[src/rtl/sram_fifo_pkg.sv]
// sram_fifo_pkg: shared constants and helpers for the SRAM-backed FIFO.
//   PRIO_WR / PRIO_RD : values of the write/read arbitration priority bit
//   OBUF_DEPTH_DEF    : default depth of the output buffer
//   level_w()         : width of the optional fill-level output
package sram_fifo_pkg;

    localparam logic PRIO_WR = 1'b0;
    localparam logic PRIO_RD = 1'b1;

    localparam int OBUF_DEPTH_DEF = 4;

    // Level counts SRAM words plus up to OBUF_DEPTH buffered/in-flight words,
    // so it needs one bit beyond the SRAM word counter.
    function automatic int level_w(input int aw);
        return aw + 2;
    endfunction

endpackage

[src/rtl/sram_fifo_if.sv]
// sram_fifo_if: stream and arbiter-channel signals of sram_fifo.
//   s_data/s_valid/s_ready : input stream
//   m_data/m_valid/m_ready : output stream
//   addra/data_wr/ena/wea  : request to the SRAM arbiter
//   data_rd/valida/busya   : response/status from the SRAM arbiter
// Modport slave is the FIFO's view; master is the environment's view.
interface sram_fifo_if #(
    parameter int aw = 19,
    parameter int dw = 8
);
    logic [dw-1:0] s_data;
    logic          s_valid;
    logic          s_ready;
    logic [dw-1:0] m_data;
    logic          m_valid;
    logic          m_ready;
    logic [aw-1:0] addra;
    logic [dw-1:0] data_wr;
    logic [dw-1:0] data_rd;
    logic          ena;
    logic          wea;
    logic          busya;
    logic          valida;

    modport slave (
        input  s_data, s_valid, m_ready, data_rd, busya, valida,
        output s_ready, m_data, m_valid, addra, data_wr, ena, wea
    );

    modport master (
        output s_data, s_valid, m_ready, data_rd, busya, valida,
        input  s_ready, m_data, m_valid, addra, data_wr, ena, wea
    );
endinterface

[src/rtl/sram_fifo_obuf.sv]
// sram_fifo_obuf: small synchronous FIFO with a registered head word.
//   clk, rst : clock, synchronous active-high reset
//   i_push, i_data : write one word (caller guarantees not full)
//   i_pop    : remove head word (ignored when empty)
//   o_data   : registered head word, o_valid : not empty, o_cnt : occupancy
module sram_fifo_obuf #(
    parameter int DEPTH = 4,
    parameter int dw    = 8
) (
    input  logic                     clk,
    input  logic                     rst,
    input  logic                     i_push,
    input  logic [dw-1:0]            i_data,
    input  logic                     i_pop,
    output logic [dw-1:0]            o_data,
    output logic                     o_valid,
    output logic [$clog2(DEPTH):0]   o_cnt
);
    localparam int IW = $clog2(DEPTH);
    localparam int CW = IW + 1;

    logic [dw-1:0] r_mem [DEPTH];
    logic [IW-1:0] r_wr_idx;
    logic [IW-1:0] r_rd_idx;
    logic [CW-1:0] r_cnt;
    logic [dw-1:0] r_head;

    logic          w_pop;
    logic [IW-1:0] w_rd_nxt;

    assign w_pop    = i_pop && (r_cnt != '0);
    assign w_rd_nxt = r_rd_idx + IW'(1);

    always_ff @(posedge clk) begin
        if (i_push) begin
            r_mem[r_wr_idx] <= i_data;
        end
    end

    always_ff @(posedge clk) begin
        if (rst) begin
            r_wr_idx <= '0;
            r_rd_idx <= '0;
            r_cnt    <= '0;
            r_head   <= '0;
        end else begin
            if (i_push) r_wr_idx <= r_wr_idx + IW'(1);
            if (w_pop)  r_rd_idx <= w_rd_nxt;
            case ({i_push, w_pop})
                2'b10:   r_cnt <= r_cnt + CW'(1);
                2'b01:   r_cnt <= r_cnt - CW'(1);
                default: r_cnt <= r_cnt;
            endcase
            // Head register tracks mem[rd_idx]; when the entry behind the
            // head is not yet stored, the incoming word becomes the head.
            if (w_pop) begin
                if (r_cnt > CW'(1)) begin
                    r_head <= r_mem[w_rd_nxt];
                end else if (i_push) begin
                    r_head <= i_data;
                end
            end else if (i_push && (r_cnt == '0)) begin
                r_head <= i_data;
            end
        end
    end

    assign o_data  = r_head;
    assign o_valid = (r_cnt != '0);
    assign o_cnt   = r_cnt;
endmodule

[src/rtl/sram_fifo.sv]
// sram_fifo: deep FIFO using single-port SRAM behind an arbiter channel.
//   clk, rst : clock, synchronous active-high reset
//   bus      : sram_fifo_if.slave (input stream, output stream, arbiter port)
//   o_level, o_full : fill level and full flag, only when the macro
//                     SRAM_FIFO_STATUS_EN is defined
// Writes and reads share the SRAM; when both want it, grants alternate.
// Reads are only issued when a slot in the output buffer is reserved for
// the returning word (in-flight + buffered < OBUF_DEPTH).
module sram_fifo
    import sram_fifo_pkg::*;
#(
    parameter int aw         = 19,
    parameter int dw         = 8,
    parameter int latency    = 1,
    parameter int OBUF_DEPTH = OBUF_DEPTH_DEF
) (
    input  logic clk,
    input  logic rst,
    sram_fifo_if.slave bus
`ifdef SRAM_FIFO_STATUS_EN
    ,
    output logic [level_w(aw)-1:0] o_level,
    output logic                   o_full
`endif
);
    localparam int CW = $clog2(OBUF_DEPTH) + 1;

    if (OBUF_DEPTH < latency + 2 || (OBUF_DEPTH & (OBUF_DEPTH - 1)) != 0) begin : g_cfg_err
        $error("sram_fifo: OBUF_DEPTH must be a power of two and >= latency+2");
    end

    logic [aw-1:0] r_wr_ptr;
    logic [aw-1:0] r_rd_ptr;
    logic [aw:0]   r_words;
    logic [CW-1:0] r_inflight;
    logic          r_prio;
    logic          r_rd_live;   // returning data accepted only after a post-reset request
    logic [aw-1:0] r_addra;
    logic [dw-1:0] r_data_wr;
    logic          r_ena;
    logic          r_wea;

    logic [CW-1:0] w_obuf_cnt;
    logic [dw-1:0] w_obuf_data;
    logic          w_obuf_valid;
    logic [CW:0]   w_credit_used;
    logic          w_wr_want;
    logic          w_rd_want;
    logic          w_wr_cand;
    logic          w_wr_sel;
    logic          w_rd_sel;
    logic          w_push;
    logic          w_pop;

    assign w_credit_used = {1'b0, r_inflight} + {1'b0, w_obuf_cnt};
    assign w_wr_want     = !r_words[aw];
    assign w_rd_want     = (r_words != '0) && (w_credit_used < (CW+1)'(OBUF_DEPTH));
    assign w_wr_cand     = bus.s_valid && w_wr_want;
    assign w_wr_sel      = !bus.busya && w_wr_cand && (!w_rd_want || r_prio == PRIO_WR);
    assign w_rd_sel      = !bus.busya && w_rd_want && (!w_wr_cand || r_prio == PRIO_RD);
    assign w_push        = bus.valida && r_rd_live;
    assign w_pop         = bus.m_valid && bus.m_ready;

    always_ff @(posedge clk) begin
        if (rst) begin
            r_wr_ptr   <= '0;
            r_rd_ptr   <= '0;
            r_words    <= '0;
            r_inflight <= '0;
            r_prio     <= PRIO_WR;
            r_rd_live  <= 1'b0;
            r_addra    <= '0;
            r_data_wr  <= '0;
            r_ena      <= 1'b0;
            r_wea      <= 1'b0;
        end else begin
            if (w_wr_sel) begin
                r_addra   <= r_wr_ptr;
                r_data_wr <= bus.s_data;
                r_wea     <= 1'b1;
                r_ena     <= 1'b1;
                r_wr_ptr  <= r_wr_ptr + aw'(1);
                r_words   <= r_words + (aw+1)'(1);
            end else if (w_rd_sel) begin
                r_addra   <= r_rd_ptr;
                r_wea     <= 1'b0;
                r_ena     <= 1'b1;
                r_rd_ptr  <= r_rd_ptr + aw'(1);
                r_words   <= r_words - (aw+1)'(1);
            end else begin
                r_ena     <= 1'b0;
                r_wea     <= 1'b0;
            end

            case ({w_rd_sel, w_push})
                2'b10:   r_inflight <= r_inflight + CW'(1);
                2'b01:   r_inflight <= r_inflight - CW'(1);
                default: r_inflight <= r_inflight;
            endcase

            // Contention resolved by alternating: flip only when both sides
            // competed and one of them was actually granted.
            if (w_wr_cand && w_rd_want && !bus.busya) begin
                r_prio <= ~r_prio;
            end

            if (w_wr_sel || w_rd_sel) begin
                r_rd_live <= 1'b1;
            end
        end
    end

    always_ff @(posedge clk) begin
        if (!rst) begin
            assert (!(w_push && w_obuf_cnt == CW'(OBUF_DEPTH)));
        end
    end

    sram_fifo_obuf #(
        .DEPTH (OBUF_DEPTH),
        .dw    (dw)
    ) u_obuf (
        .clk     (clk),
        .rst     (rst),
        .i_push  (w_push),
        .i_data  (bus.data_rd),
        .i_pop   (w_pop),
        .o_data  (w_obuf_data),
        .o_valid (w_obuf_valid),
        .o_cnt   (w_obuf_cnt)
    );

    assign bus.s_ready = w_wr_sel && !rst;
    assign bus.m_valid = w_obuf_valid && !rst;
    assign bus.m_data  = w_obuf_data;
    assign bus.addra   = r_addra;
    assign bus.data_wr = r_data_wr;
    assign bus.ena     = r_ena;
    assign bus.wea     = r_wea;

`ifdef SRAM_FIFO_STATUS_EN
    localparam int LW = level_w(aw);
    logic [LW-1:0] r_level;

    always_ff @(posedge clk) begin
        if (rst) begin
            r_level <= '0;
        end else begin
            r_level <= LW'(r_words) + LW'(r_inflight) + LW'(w_obuf_cnt);
        end
    end

    assign o_level = r_level;
    assign o_full  = (r_level == LW'((2 ** aw) + OBUF_DEPTH));
`endif
endmodule

[src/flat_wrapper.sv]
// flat-port wrapper written by rule: the top's interface ports become plain ports
module sram_fifo_flat import sram_fifo_pkg::*;
#(
    parameter int aw         = 19,
    parameter int dw         = 8,
    parameter int latency    = 1,
    parameter int OBUF_DEPTH = OBUF_DEPTH_DEF
)
  (clk, rst, bus_s_data, bus_s_valid, bus_m_ready, bus_data_rd, bus_busya, bus_valida, bus_s_ready, bus_m_data, bus_m_valid, bus_addra, bus_data_wr, bus_ena, bus_wea);
  sram_fifo_if #(.aw(aw), .dw(dw)) bus_i ();
  input  logic clk;
  input  logic rst;
  input wire logic [$bits(bus_i.s_data)-1:0] bus_s_data;
  input wire logic [$bits(bus_i.s_valid)-1:0] bus_s_valid;
  input wire logic [$bits(bus_i.m_ready)-1:0] bus_m_ready;
  input wire logic [$bits(bus_i.data_rd)-1:0] bus_data_rd;
  input wire logic [$bits(bus_i.busya)-1:0] bus_busya;
  input wire logic [$bits(bus_i.valida)-1:0] bus_valida;
  output wire logic [$bits(bus_i.s_ready)-1:0] bus_s_ready;
  output wire logic [$bits(bus_i.m_data)-1:0] bus_m_data;
  output wire logic [$bits(bus_i.m_valid)-1:0] bus_m_valid;
  output wire logic [$bits(bus_i.addra)-1:0] bus_addra;
  output wire logic [$bits(bus_i.data_wr)-1:0] bus_data_wr;
  output wire logic [$bits(bus_i.ena)-1:0] bus_ena;
  output wire logic [$bits(bus_i.wea)-1:0] bus_wea;
  assign bus_i.s_data = bus_s_data;
  assign bus_i.s_valid = bus_s_valid;
  assign bus_i.m_ready = bus_m_ready;
  assign bus_i.data_rd = bus_data_rd;
  assign bus_i.busya = bus_busya;
  assign bus_i.valida = bus_valida;
  assign bus_s_ready = bus_i.s_ready;
  assign bus_m_data = bus_i.m_data;
  assign bus_m_valid = bus_i.m_valid;
  assign bus_addra = bus_i.addra;
  assign bus_data_wr = bus_i.data_wr;
  assign bus_ena = bus_i.ena;
  assign bus_wea = bus_i.wea;
  sram_fifo #(.aw(aw), .dw(dw), .latency(latency), .OBUF_DEPTH(OBUF_DEPTH)) u_core (.clk(clk), .rst(rst), .bus(bus_i));
endmodule
[config.mk]
export PLATFORM = sky130hd
export DESIGN_NAME = sram_fifo_flat
export DESIGN_NICKNAME = d
export VERILOG_FILES = /design/src/rtl/sram_fifo_pkg.sv /design/src/rtl/sram_fifo_if.sv /design/src/rtl/sram_fifo_obuf.sv /design/src/rtl/sram_fifo.sv /design/src/flat_wrapper.sv
export SDC_FILE = /design/constraint.sdc
export NUM_CORES = 1
export LEC_CHECK = 0
export BUFFER_PORTS_ARGS = -buffer_cell sky130_fd_sc_hd__buf_2
export CORE_MARGIN = 3
export CORE_UTILIZATION = 50
export CTS_BUF_LIST = sky130_fd_sc_hd__clkbuf_8
export DETAILED_ROUTE_END_ITERATION = 8
export PLACE_DENSITY = 0.82
export SLEW_MARGIN = 40
export SYNTH_ARGS = -nofsm -noshare
export SYNTH_HDL_FRONTEND = slang
export SYNTH_SLANG_ARGS = --single-unit
[constraint.sdc]
create_clock -name clk -period 3.9 [get_ports clk]
set_input_delay 0.195 -clock clk [delete_from_list [all_inputs] [get_ports clk]]
set_output_delay 0.195 -clock clk [all_outputs]
set_load 0.005 [all_outputs]
==> flow_metrics.tcl <==
set metrics [dict create \
    num_rows 41 \
    syn-num-nets 762 \
    synthTopCellsByArea "dfxtp_1, edfxtp_1, ha_1" \
    first_iter_violations 445 \
    regArea_mm2 0.003103 \
    cts.clk_slew.worst_paths_ps 70 \
    clk_root_buffer_cell "clkbuf_8" \
    htreeDepth 4 \
    synthFlopType "dfxtp_1" \
    yosys.area.top_type_share 0.3208 \
    antenna_found_initial 0 \
    grt_pass1_wl_um 24650 \
    start_util 0.5207 \
    power_density_mw_per_mm2 647.6 \
    clock_latency_ps 440 \
    finalSetupTns_ps 0 \
    die_area_mm2 0.01478 \
    dp.cells 913 \
    ant_nets 0 \
    multi_input_area_mm2 0.003357 \
    hold_path.class "in2reg" \
    synth_most_common_cell "dfxtp_1" \
    synth.avg_cell_area_um2 9.458 \
    design.core.area_mm2 0.01282 \
    max_cap_viol_count 0 \
    skew_ps 11.10 \
    layout.nets 834 \
    max_freq_mhz 275.0 \
    postSynthCellCount 706 \
    grt_pass1_vias 5066 \
    clk_path_buf_depth 2 \
    grt_overflow 0 \
    vias 5283 \
    areaGrowthSynthToFinish_pct 15.50 \
    synth_cell_types 56 \
    fill_cells 1061 \
    final_cell_area_mm2 0.007712 \
    drive_gt1_frac 0.1504 \
    synth_edf_count 32 \
    routedWlPerCell_um 15.36 \
    seq_area_frac_synth 0.4647 \
    viasPerCell 5.486 \
    path_max_fanout 15 \
    r2r_setup_slack_ps 260 \
    yosys-top-cells-count "dfxtp_1, nor2_1, nand2_1, a21oi_1, xor2_1" \
    required_ps 4250 \
    cts.sinks 139 \
    worstMarginPinSlew_ps 727.3 \
    dr.pass1.iters 5 \
    grt_max_degree 64 \
    timing.hold.ws_ps 181.0 \
    dp_hpwl_um 10030 \
    diodes 0 \
    fp.dieH_um 121.6 \
    crit_arrival_ps 3990 \
    period_minus_slack_ps 3637 \
    worstSetupStartpointType "flop" \
    setup_viol 0 \
    synth_area_mm2 0.006678 \
    slew_headroom 0.5125 \
    final_hold_viol_count 0 \
    synth_async_sr_flop_share 0 \
    dpl-instance-area_mm2 0.007128 \
    status "finished clean" \
    cts_tree "yes" \
    grt.total_usage 0.2089 \
    numCtsBuffers 17 \
    vdd_drop_max_mv 0.2862 \
    yosysTopAreaCell "dfxtp_1" \
    critPathCaptureType "flop" \
    yosys_warnings 0 \
    drc_errors 0 \
    p_leak_nw 3.136 \
    drt-total-wl_um 14790 \
    fp.dieW_um 121.6 \
    ioPinCount 61 \
    critPathKind "reg2reg" \
    stdcell_count 963 \
    port_buffers 60 \
    gpl.final_weighted_congestion 0.8805 \
    fin_crit_sh 0.9325 \
    slew_viol_final 0 \
    synth_seq_cells 139 \
]
-- critical path, stage by stage, from the launching register on --
cell and delay [ps]:
dfxtp_1 400, ha_1 260, nor3_1 220, nand2_1 120, a21o_4 220, o21ai_4 180
buf_12 140, buf_6 180, clkinv_2 90, fa_1 450, nand2b_1 200, a21oi_1 250
o211ai_1 230, nor2_1 150, o22a_1 200, xnor2_1 70, a211oi_1 220
-- area by class of cell --
cell class / instances / area share
clock inverters: 9 / 0.009247
flip-flops and latches: 139 / 0.4023
well taps: 172 / 0.02790
clock buffers: 23 / 0.04104
repair buffers: 88 / 0.07382
inverters: 21 / 0.01038
multi-input cells: 511 / 0.4353
-- metal layers --
| metal | wire length (um) | global-route usage | vias up |
|---|---|---|---|
| met5 | 0 | 0 | - |
| met4 | 204 | 0.05672 | 0 |
| met3 | 845 | 0.05571 | 21 |
| met2 | 7007 | 0.3420 | 137 |
| met1 | 6732 | 0.2753 | 2478 |
| li1 | - | - | 2647 |
-- report_power, final --
group | internal [mW] | switching, mW
combinational | 0.919 | 1.17
clock | 0.597 | 0.520
sequential | 1.65 | 0.141
total | 3.16 | 1.83
-- per-stage QoR --
stage               utilization  total power, mW  setup slack [ps]
floorplan                     -            3.365             117.6
global placement         0.5558            3.820             278.2
detailed placement       0.5558            3.842             201.5
CTS                      0.5985            4.977             185.3
global route             0.6014            5.355            -36.31
finish                   0.6014            4.994             263.4
-- timing repair --
action / CTS / global route
buffers inserted: 0 / 2
hold buffers: 16 / 0
resized for setup: 0 / 2
endpoints found under the setup margin: 0 / 5
hold endpoints to repair: 40 / 0
-- cells in the final DEF (no fill, tap or decap), types with 18 or more instances in the layout --
master / instances
a211oi_1: 18
a21oi_1: 38
buf_2: 59
clkbuf_8: 23
dfxtp_1: 107
edfxtp_1: 32
ha_1: 32
inv_1: 24
nand2_1: 88
nand3_1: 26
nor2_1: 92
xnor2_1: 19
xor2_1: 38
-- cells by family (layout without fill, tap and decap cells) --
group | Yosys count | count (layout) | synth area share
buffers and inverters | 56 | 141 | 0.03335
AND/OR/NAND/NOR | 275 | 275 | 0.1889
adder cells (fa/ha/maj) | 34 | 34 | 0.06595
AO/OA/AOI/OAI | 128 | 128 | 0.1317
XOR/XNOR | 57 | 57 | 0.07476
flip-flops | 139 | 139 | 0.4647
multiplexers | 17 | 17 | 0.04066
-- worst paths after layout --
kind / startpoint / end / depth (start not counted)
max: u_core.u_obuf.o_cnt[2]$_SDFFE_PP0P_ / u_core.r_words[14]$_SDFFE_PP0P_ / 16
min: rst / u_core.u_obuf.r_rd_idx[0]$_SDFFE_PP0P_ / 2
max reg2reg: u_core.u_obuf.o_cnt[2]$_SDFFE_PP0P_ / u_core.r_words[14]$_SDFFE_PP0P_ / 16
min reg2reg: u_core.bus.data_wr[5]$_SDFFE_PP0P_ / u_core.bus.data_wr[5]$_SDFFE_PP0P_ / 2
-- registers in the layout, summed over array words and instances (netlist names) --
name and flops:
u_core.u_obuf.r_mem 32, u_core.r_words 20, u_core.bus.addra 19, u_core.r_rd_ptr 19, u_core.r_wr_ptr 19, u_core.bus.data_wr 8, u_core.u_obuf.o_data 8, u_core.r_inflight 3
u_core.u_obuf.o_cnt 3, u_core.u_obuf.r_rd_idx 2, u_core.u_obuf.r_wr_idx 2, u_core.bus.ena 1, u_core.bus.wea 1, u_core.r_prio 1, u_core.r_rd_live 1
(Power assumes the default switching activity.)
